--- src/rtl/alu_pipe_if.sv ---
// Operand/result bus of alu_pipe: issue side (operands, op, valid/ready) and
// result side (result, flags, valid/ready). The controller is the master.
interface alu_pipe_if #(
    parameter int unsigned WIDTH = 16
) ();
    logic [WIDTH-1:0]   A;
    logic [WIDTH-1:0]   B;
    logic [3:0]         ALU_FUN;
    logic               IN_VALID;
    logic               IN_READY;
    logic [2*WIDTH-1:0] ALU_OUT;
    logic               OUT_VALID;
    logic               OUT_READY;
    logic               CARRY_OUT;
    logic               ZERO_FLAG;
    logic               ERR_FLAG;
    logic [3:0]         CLASS_FLAG;

    modport master (
        output A, B, ALU_FUN, IN_VALID, OUT_READY,
        input  IN_READY, ALU_OUT, OUT_VALID, CARRY_OUT, ZERO_FLAG, ERR_FLAG, CLASS_FLAG
    );

    modport slave (
        input  A, B, ALU_FUN, IN_VALID, OUT_READY,
        output IN_READY, ALU_OUT, OUT_VALID, CARRY_OUT, ZERO_FLAG, ERR_FLAG, CLASS_FLAG
    );
endinterface

--- src/rtl/alu_pipe.sv ---
// Handshaked ALU: single-cycle arithmetic/logic/compare/shift ops plus an
// optional restoring divider (one quotient bit per cycle), feeding a single
// registered result stage with valid/ready backpressure.
module alu_pipe #(
    parameter int unsigned WIDTH  = 16,
    parameter bit          DIV_EN = 1'b1
) (
    input logic       CLK,
    input logic       RST,
    alu_pipe_if.slave bus
);
    localparam int unsigned W2   = 2 * WIDTH;
    localparam int unsigned CntW = $clog2(WIDTH + 1);

    localparam logic [3:0] OpAdd  = 4'b0000;
    localparam logic [3:0] OpSub  = 4'b0001;
    localparam logic [3:0] OpMul  = 4'b0010;
    localparam logic [3:0] OpDiv  = 4'b0011;
    localparam logic [3:0] OpAnd  = 4'b0100;
    localparam logic [3:0] OpOr   = 4'b0101;
    localparam logic [3:0] OpNand = 4'b0110;
    localparam logic [3:0] OpNor  = 4'b0111;
    localparam logic [3:0] OpNop  = 4'b1000;
    localparam logic [3:0] OpEq   = 4'b1001;
    localparam logic [3:0] OpGt   = 4'b1010;
    localparam logic [3:0] OpLt   = 4'b1011;
    localparam logic [3:0] OpShrA = 4'b1100;
    localparam logic [3:0] OpShlA = 4'b1101;
    localparam logic [3:0] OpShrB = 4'b1110;
    localparam logic [3:0] OpShlB = 4'b1111;

    typedef enum logic {StIdle, StDivide} state_e;

    state_e          state_q, state_d;
    logic [CntW-1:0] cnt_q, cnt_d;

    // Output register
    logic [W2-1:0] out_q;
    logic          carry_q, err_q, valid_q;
    logic [3:0]    class_q;

    logic          in_ready, accept, div_start, div_last, load;
    logic [WIDTH:0] sum;
    logic [W2-1:0] op_res, res_d;
    logic          op_carry, op_err, carry_d, err_d;
    logic [3:0]    class_d;
    logic [WIDTH-1:0] step_rem, step_quo;

    assign in_ready  = (state_q == StIdle) && (!valid_q || bus.OUT_READY) && !RST;
    assign accept    = bus.IN_VALID && in_ready;
    assign div_start = accept && DIV_EN && (bus.ALU_FUN == OpDiv) && (bus.B != '0);
    assign div_last  = (state_q == StDivide) && (cnt_q == CntW'(1));
    assign load      = (accept && !div_start) || div_last;
    assign sum       = {1'b0, bus.A} + {1'b0, bus.B};

    // Single-cycle result for the op currently presented at the input
    always_comb begin
        op_res   = '0;
        op_carry = 1'b0;
        op_err   = 1'b0;
        unique case (bus.ALU_FUN)
            OpAdd: begin
                op_res[WIDTH:0] = sum;
                op_carry        = sum[WIDTH];
            end
            OpSub: begin
                op_res[WIDTH-1:0] = bus.A - bus.B;
                op_carry          = bus.A < bus.B;
            end
            OpMul: op_res = W2'(bus.A) * W2'(bus.B);
            // Only reaches the output register for B==0 or without a divider;
            // a real division goes through the sequential path instead.
            OpDiv: begin
                op_err = 1'b1;
                if (DIV_EN) op_res = {bus.A, {WIDTH{1'b1}}};
            end
            OpAnd:  op_res[WIDTH-1:0] = bus.A & bus.B;
            OpOr:   op_res[WIDTH-1:0] = bus.A | bus.B;
            OpNand: op_res[WIDTH-1:0] = ~(bus.A & bus.B);
            OpNor:  op_res[WIDTH-1:0] = ~(bus.A | bus.B);
            OpNop:  op_res = '0;
            OpEq:   op_res[0] = bus.A == bus.B;
            OpGt:   op_res[0] = bus.A > bus.B;
            OpLt:   op_res[0] = bus.A < bus.B;
            OpShrA: begin
                op_res[WIDTH-1:0] = {1'b0, bus.A[WIDTH-1:1]};
                op_carry          = bus.A[0];
            end
            OpShlA: begin
                op_res[WIDTH-1:0] = {bus.A[WIDTH-2:0], 1'b0};
                op_carry          = bus.A[WIDTH-1];
            end
            OpShrB: begin
                op_res[WIDTH-1:0] = {1'b0, bus.B[WIDTH-1:1]};
                op_carry          = bus.B[0];
            end
            OpShlB: begin
                op_res[WIDTH-1:0] = {bus.B[WIDTH-2:0], 1'b0};
                op_carry          = bus.B[WIDTH-1];
            end
        endcase
    end

    // Select what the output register loads: divider result or single-cycle op
    always_comb begin
        if (div_last) begin
            res_d   = {step_rem, step_quo};
            carry_d = 1'b0;
            err_d   = 1'b0;
            class_d = 4'b0001;
        end else begin
            res_d   = op_res;
            carry_d = op_carry;
            err_d   = op_err;
            class_d = 4'b0001 << bus.ALU_FUN[3:2];
        end
    end

    // FSM next state and divide iteration counter
    always_comb begin
        state_d = state_q;
        cnt_d   = cnt_q;
        unique case (state_q)
            StIdle: begin
                if (div_start) begin
                    state_d = StDivide;
                    cnt_d   = CntW'(WIDTH);
                end
            end
            StDivide: begin
                cnt_d = cnt_q - CntW'(1);
                if (div_last) state_d = StIdle;
            end
        endcase
    end

    // FSM state and counter registers
    always_ff @(posedge CLK) begin
        if (RST) begin
            state_q <= StIdle;
            cnt_q   <= '0;
        end else begin
            state_q <= state_d;
            cnt_q   <= cnt_d;
        end
    end

    // Output register: load wins over drain, so drain+load keeps valid high
    always_ff @(posedge CLK) begin
        if (RST) begin
            out_q   <= '0;
            carry_q <= 1'b0;
            err_q   <= 1'b0;
            class_q <= '0;
            valid_q <= 1'b0;
        end else if (load) begin
            out_q   <= res_d;
            carry_q <= carry_d;
            err_q   <= err_d;
            class_q <= class_d;
            valid_q <= 1'b1;
        end else if (bus.OUT_READY) begin
            valid_q <= 1'b0;
        end
    end

    if (DIV_EN) begin : gen_div
        logic [WIDTH-1:0] rem_q, quo_q, dvs_q;
        logic [WIDTH:0]   shifted, diff;

        // Shift next dividend bit into the partial remainder; restore on borrow
        assign shifted  = {rem_q, quo_q[WIDTH-1]};
        assign diff     = shifted - {1'b0, dvs_q};
        assign step_rem = diff[WIDTH] ? shifted[WIDTH-1:0] : diff[WIDTH-1:0];
        assign step_quo = {quo_q[WIDTH-2:0], ~diff[WIDTH]};

        // Divider datapath: operands captured on accept, one step per DIVIDE cycle
        always_ff @(posedge CLK) begin
            if (RST) begin
                rem_q <= '0;
                quo_q <= '0;
                dvs_q <= '0;
            end else if (div_start) begin
                rem_q <= '0;
                quo_q <= bus.A;
                dvs_q <= bus.B;
            end else if (state_q == StDivide) begin
                rem_q <= step_rem;
                quo_q <= step_quo;
            end
        end
    end else begin : gen_no_div
        assign step_rem = '0;
        assign step_quo = '0;
    end

    assign bus.IN_READY   = in_ready;
    assign bus.ALU_OUT    = out_q;
    assign bus.OUT_VALID  = valid_q;
    assign bus.CARRY_OUT  = carry_q;
    assign bus.ERR_FLAG   = err_q;
    assign bus.ZERO_FLAG  = valid_q && (out_q == '0);
    assign bus.CLASS_FLAG = valid_q ? class_q : 4'b0000;
endmodule

--- src/flat_wrapper.sv ---
// flat-port wrapper written by rule: the top's interface ports become plain ports
module alu_pipe_flat 
#(
    parameter int unsigned WIDTH  = 16,
    parameter bit          DIV_EN = 1'b1
)
  (CLK, RST, bus_A, bus_B, bus_ALU_FUN, bus_IN_VALID, bus_OUT_READY, bus_IN_READY, bus_ALU_OUT, bus_OUT_VALID, bus_CARRY_OUT, bus_ZERO_FLAG, bus_ERR_FLAG, bus_CLASS_FLAG);
  alu_pipe_if #(.WIDTH(WIDTH)) bus_i ();
  input logic CLK;
  input logic RST;
  input wire logic [$bits(bus_i.A)-1:0] bus_A;
  input wire logic [$bits(bus_i.B)-1:0] bus_B;
  input wire logic [$bits(bus_i.ALU_FUN)-1:0] bus_ALU_FUN;
  input wire logic [$bits(bus_i.IN_VALID)-1:0] bus_IN_VALID;
  input wire logic [$bits(bus_i.OUT_READY)-1:0] bus_OUT_READY;
  output wire logic [$bits(bus_i.IN_READY)-1:0] bus_IN_READY;
  output wire logic [$bits(bus_i.ALU_OUT)-1:0] bus_ALU_OUT;
  output wire logic [$bits(bus_i.OUT_VALID)-1:0] bus_OUT_VALID;
  output wire logic [$bits(bus_i.CARRY_OUT)-1:0] bus_CARRY_OUT;
  output wire logic [$bits(bus_i.ZERO_FLAG)-1:0] bus_ZERO_FLAG;
  output wire logic [$bits(bus_i.ERR_FLAG)-1:0] bus_ERR_FLAG;
  output wire logic [$bits(bus_i.CLASS_FLAG)-1:0] bus_CLASS_FLAG;
  assign bus_i.A = bus_A;
  assign bus_i.B = bus_B;
  assign bus_i.ALU_FUN = bus_ALU_FUN;
  assign bus_i.IN_VALID = bus_IN_VALID;
  assign bus_i.OUT_READY = bus_OUT_READY;
  assign bus_IN_READY = bus_i.IN_READY;
  assign bus_ALU_OUT = bus_i.ALU_OUT;
  assign bus_OUT_VALID = bus_i.OUT_VALID;
  assign bus_CARRY_OUT = bus_i.CARRY_OUT;
  assign bus_ZERO_FLAG = bus_i.ZERO_FLAG;
  assign bus_ERR_FLAG = bus_i.ERR_FLAG;
  assign bus_CLASS_FLAG = bus_i.CLASS_FLAG;
  alu_pipe #(.WIDTH(WIDTH), .DIV_EN(DIV_EN)) u_core (.CLK(CLK), .RST(RST), .bus(bus_i));
endmodule
--- config.mk ---
export PLATFORM = sky130hd
export DESIGN_NAME = alu_pipe_flat
export DESIGN_NICKNAME = d
export VERILOG_FILES = /design/src/rtl/alu_pipe_if.sv /design/src/rtl/alu_pipe.sv /design/src/flat_wrapper.sv
export SDC_FILE = /design/constraint.sdc
export NUM_CORES = 1
export LEC_CHECK = 0
export ABC_AREA = 1
export ABC_CLOCK_PERIOD_IN_PS = 6900
export BUFFER_PORTS_ARGS = -buffer_cell sky130_fd_sc_hd__buf_2
export CORE_ASPECT_RATIO = 0.5
export CORE_MARGIN = 10
export CORE_UTILIZATION = 62
export DETAILED_ROUTE_END_ITERATION = 10
export PLACE_DENSITY = 0.84
export SKIP_LAST_GASP = 1
export SLEW_MARGIN = 15
export SYNTH_ARGS = -nofsm -noshare
export SYNTH_HDL_FRONTEND = slang
export SYNTH_SLANG_ARGS = --single-unit
--- constraint.sdc ---
create_clock -name CLK -period 6.9 [get_ports CLK]
set_input_delay 1.38 -clock CLK [delete_from_list [all_inputs] [get_ports CLK]]
set_output_delay 1.38 -clock CLK [all_outputs]
set_load 0.01 [all_outputs]
== After elaboration in Yosys (flattened, before gate mapping) ==
Index checks and enable logic that the tools add are counted.
Widths: inputs -> output; s select.
Operators by class
  add/sub/neg operators: 4
  multipliers: 1
  order comparisons: 2
  equality and inequality tests: 18
  shifts and indexed selects: 1
  mux-type cells: 21
  bitwise logic cells: 6
  reductions and logical operators: 20
Operator list (number)
  $pmux 15 s12: 1
  $mux 16: 3
  $eq 4x4->1 const B: 8
  $logic_not 32->1: 1
  $mul 16x16->32: 1
  $mux 32: 1
  $not 16->16: 2
  $pmux 15 s2: 1
  $add 16x16->17: 1
  $sub 17x16->17: 1
  $and 16x16->16: 1
  $eq 16x16->1: 1
  $eq 4x3->1 const B: 4
  $gt 16x16->1: 1
  $lt 16x16->1: 1
  $or 16x16->16: 1
  $reduce_bool 16->1: 1
  $sub 16x16->16: 1
  $pmux 1 s14: 1
  $pmux 5 s2: 1
  $eq 4x2->1 const B: 2
  $logic_and 1x1->1: 8
  $mux 4: 2
  $mux 1: 7
  16 further kinds: 21
Storage, ports and cells
  flip-flop bits (word level): 93

== Logic depth before layout (Yosys ltp) ==
  depth in word-level cells: 11
  mapped depth: 30
  mapped depth without buffers: 29

== Worst setup path before layout ==
No wires, ideal clock.
  kind: input to register
  from: input port bus_A[6]
  to: register u_core.out_q[24] (netlist: u_core.bus.ALU_OUT[24])
  setup time: 0.138 ns
  arrival time: 6.322 ns
  data required time: 6.762 ns
  setup slack: 0.440 ns
  cell stages on the path: 25
  path through: clkbuf_1 clkbuf_1 nand2_1 fa_1 inv_1 fa_1 inv_1 fa_1 inv_1 fa_1 fa_1 inv_1 fa_1 inv_1 ha_1 nand2_1 nor2_1 and2_1 nand3_1 nand3_1 nand2_1 nand3_1 nand2_1 nand2_1 a21oi_2
Between the ends
  cells in the longest elaborated chain, start to end: 3
RTL lines
  start: declaration: RTL line flat_wrapper.sv:11  | input wire logic [$bits(bus_i.A)-1:0] bus_A;
  $mul 16x16->32: RTL line alu_pipe.sv:70  | OpMul: op_res = W2'(bus.A) * W2'(bus.B);
  $pmux 15 s2: RTL line alu_pipe.sv:61  | unique case (bus.ALU_FUN)
  $mux 32: RTL line alu_pipe.sv:106  | if (div_last) begin
  end signal: assignment: RTL line alu_pipe.sv:157  | out_q <= res_d;
  end: declaration: RTL line alu_pipe.sv:38  | logic [W2-1:0] out_q;
Every way passes these cells.
A chain may end at the register's enable or synchronous reset.

== Final worst setup path ==
  from: input port bus_B[9]
  to: register u_core.out_q[22] (netlist: u_core.bus.ALU_OUT[22])
Between the ends
  cells in the longest elaborated chain, start to end: 5
  elaborated cells between the ends (all ways): 8
  those cells by class: 1 x mul; 2 x mux; 5 x reduce/logical
RTL lines
  start: declaration: RTL line flat_wrapper.sv:12  | input wire logic [$bits(bus_i.B)-1:0] bus_B;
  parallel branches: the longest is 5 deep, another holds $mul 16x16->32
Parallel ways; which one is timed is not known.

==> flow_metrics.env <==
export IMPL_post_synth_instance_area_um2=18500
export IMPL_max_cap_violations=0
export IMPL_io_buffers=80
export IMPL_cts_tree="built"
export IMPL_outcome="finished clean"
export IMPL_clk_latency_ps=360
export IMPL_min_path_type="flop to flop"
export IMPL_power_density_nw_per_um2=428
export IMPL_ir_drop_mv=0.525
export IMPL_grt_pass1_wl_um=104000
export IMPL_worst_slew_pin_slew_ps=960
export IMPL_cts_max_level=3
export IMPL_clock_skew_ps=16.9
export IMPL_min_period_over_period_pct=97.5
export IMPL_synth_top_cells_by_count="nand2_1 (879), inv_1 (687), fa_1 (197), ha_1 (170), nand3_1 (155)"
export IMPL_critPathLaunch="bus_B[9]"
export IMPL_place_congestion=1.07
export IMPL_critPathCaptureType="flop"
export IMPL_synth_largest_area_cell="fa_1"
export IMPL_finalWirelength_um=67800
export IMPL_grt_setup_unrepaired="no"
export IMPL_cts_sinks=93
export IMPL_register_area_um2=1860
export IMPL_vias=19200
export IMPL_synth_top_cell_area_share_pct=21.3
export IMPL_io_pins=81
export IMPL_hp_start="u_core.class_q[2]"
export IMPL_cts_buffers_inserted=9
export IMPL_yosysMostFrequentCell="nand2_1"
export IMPL_dr_pass1_iters=6
export IMPL_drtIter0Drc=2119
export IMPL_finalNetCount=3363
export IMPL_multi_input_area_um2=13400
export IMPL_critPathLaunchType="input pin"
export IMPL_dieWidth_um=264
export IMPL_fin_ws_ps=174
export IMPL_power_leakage_nw=11.4
export IMPL_routedWlPerCell_um=20.2
export IMPL_synthArstFlopShare_pct=0
export IMPL_arrival_ps=6950
export IMPL_path_class="input pin to flop"
export IMPL_yosysSeqAreaShare_pct=10.1
export IMPL_routed_via_density=5.72
export IMPL_start_util_pct=63.4
export IMPL_drc_errors=0
export IMPL_crit_fanout=6
export IMPL_r2r_cells=17
export IMPL_hpwl_um=56300
export IMPL_synthTopCellsByArea="fa_1 (21%), nand2_1 (18%), inv_1 (14%)"
export IMPL_finalSetupTns_ps=0
export IMPL_dp_slack_ps=-69.1
export IMPL_overflow=0
export IMPL_holdPathStages=2
export IMPL_syn_inst=2902
export IMPL_root_buffer="clkbuf_16"
export IMPL_die_area_um2=37600
export IMPL_grt_pass1_vias=18700
export IMPL_finalCriticalPeriod_ps=6730
export IMPL_maxSlewViolCount=0
export IMPL_synth_edf_count=0
export IMPL_detail_route_antenna_nets=0
export IMPL_grtUsageTotal_pct=35.5
export IMPL_fillCellCount=2651
export IMPL_grt_max_degree=59
export IMPL_clk_pin_slew_ps=80
export IMPL_syn_nets=3309
export IMPL_postCtsHoldBufs=0
export IMPL_dieHeight_um=142
export IMPL_setup_violations=0
export IMPL_synthFlopType="dfxtp_1"
export IMPL_worstPathRequired_ps=7120
export IMPL_synth_seq_cells=93
export IMPL_core_area_um2=29200
export IMPL_final_layout_size_suffix_gt1_share_pct=8.54
export IMPL_relSlewSlack_pct=35.9
export IMPL_antenna_found_initial=3
export IMPL_finalHoldViolCount=0
export IMPL_yosysWarnings=0
export IMPL_r2r_start="u_core.gen_div.quo_q[15]"
export IMPL_cts_buffer_depth=2
export IMPL_post_synth_num_cell_types=48
export IMPL_fmax_mhz=149
export IMPL_rows=44
export IMPL_synthToLayoutAreaGrowth_pct=6.73
export IMPL_avgSynthCellArea_um2=6.38
==> cells in the final DEF, fill, tap and decap left out, types with 8 or more instances in the layout <==
master,count
nand2_1,879
a21oi_2,8
fa_1,197
ha_1,170
o21ai_0,74
inv_2,13
buf_2,79
o21ai_1,16
inv_1,687
dfxtp_1,93
nand3_1,155
xor2_1,8
o22ai_1,28
nand4_1,40
nor3_1,13
clkbuf_16,9
a21oi_1,135
nor2_1,134
buf_4,76
a31oi_1,18
and2_1,15
nand2_2,24
==> registers in the layout, indices dropped and copies added, names as in the netlist <==
signal                cells
u_core.bus.ALU_OUT       32
u_core.bus.CARRY_OUT      1
u_core.bus.ERR_FLAG       1
u_core.bus.OUT_VALID      1
u_core.class_q            4
u_core.cnt_q              5
u_core.gen_div.dvs_q     16
u_core.gen_div.quo_q     16
u_core.gen_div.rem_q     16
u_core.state_q            1
==> stage by stage <==
| step | hold slack, ps | cell area, um2 | utilization [%] | instances | total power [W] |
|---|---|---|---|---|---|
| 3_5_place_dp | 458 | 19400 | 66.6 | 3336 | 0.00772 |
| 3_3_place_gp | 449 | 19400 | 66.6 | 3336 | 0.00759 |
| 6_report | 467 | 19800 | 67.7 | 3355 | 0.00845 |
| 5_1_grt | 496 | 19700 | 67.7 | 3352 | 0.00938 |
| 2_1_floorplan | 435 | 18500 | - | 2902 | 0.00549 |
| 4_1_cts | 467 | 19700 | 67.7 | 3352 | 0.00828 |
==> area by class of cell <==
cell class	instances	area share [%]
sequential	93	9.43
multi-input combinational	1991	68.0
clock buffer	9	1.14
tap	391	2.48
inverter	702	13.4
clock inverter	7	0.342
antenna	3	0.0380
timing repair buffer	159	5.23
==> power breakdown <==
part / leakage, nW / switching (W) / internal (W) / total [W]
combinational: 10.5 / 0.00465 / 0.00270 / 0.00735
clock: 0.145 / 0.000269 / 0.000255 / 0.000524
sequential: 0.752 / 0.0000196 / 0.000554 / 0.000573
==> critical path, stage by stage <==
cell and delay, ps:
buf_2 360, ha_1 240, inv_1 110, fa_1 500, fa_1 520, inv_1 50, fa_1 540, fa_1 430
fa_1 490, inv_1 50, fa_1 480, inv_1 40, ha_1 340, nand2_1 120, nor2_1 290, and2_1 240
nand4_1 120, nand3_1 110, nand2_1 60, nand3_1 100, nand2_1 80, nand2_1 200, a21oi_2 90
==> metal layers <==
metal,global-route usage [%],part of all wire (%)
met5,0,0.047
met4,11.8,3.3
met2,54.8,42
met1,47.0,42
met3,10.6,13
==> final timing paths <==
check	endpoint	slack [ps]
min reg2reg	u_core.class_q[2]	470
min	u_core.class_q[2]	470
max reg2reg	u_core.bus.ALU_OUT[18]	4100
max	u_core.bus.ALU_OUT[22]	170
==> repair_timing <==
item / in CTS / in global routing
resized for setup: 0 / 2
buffers inserted: 0 / 0
endpoints found under the setup margin: 0 / 2
==> kinds of logic after synthesis <==
logic type	share of synthesized area, %
compound gates	9.13
xor+xnor	0.710
fa+ha+maj	32.8
buf+inv	17.4
flops	10.1
simple gates	29.9
(Power assumes the default switching activity.)
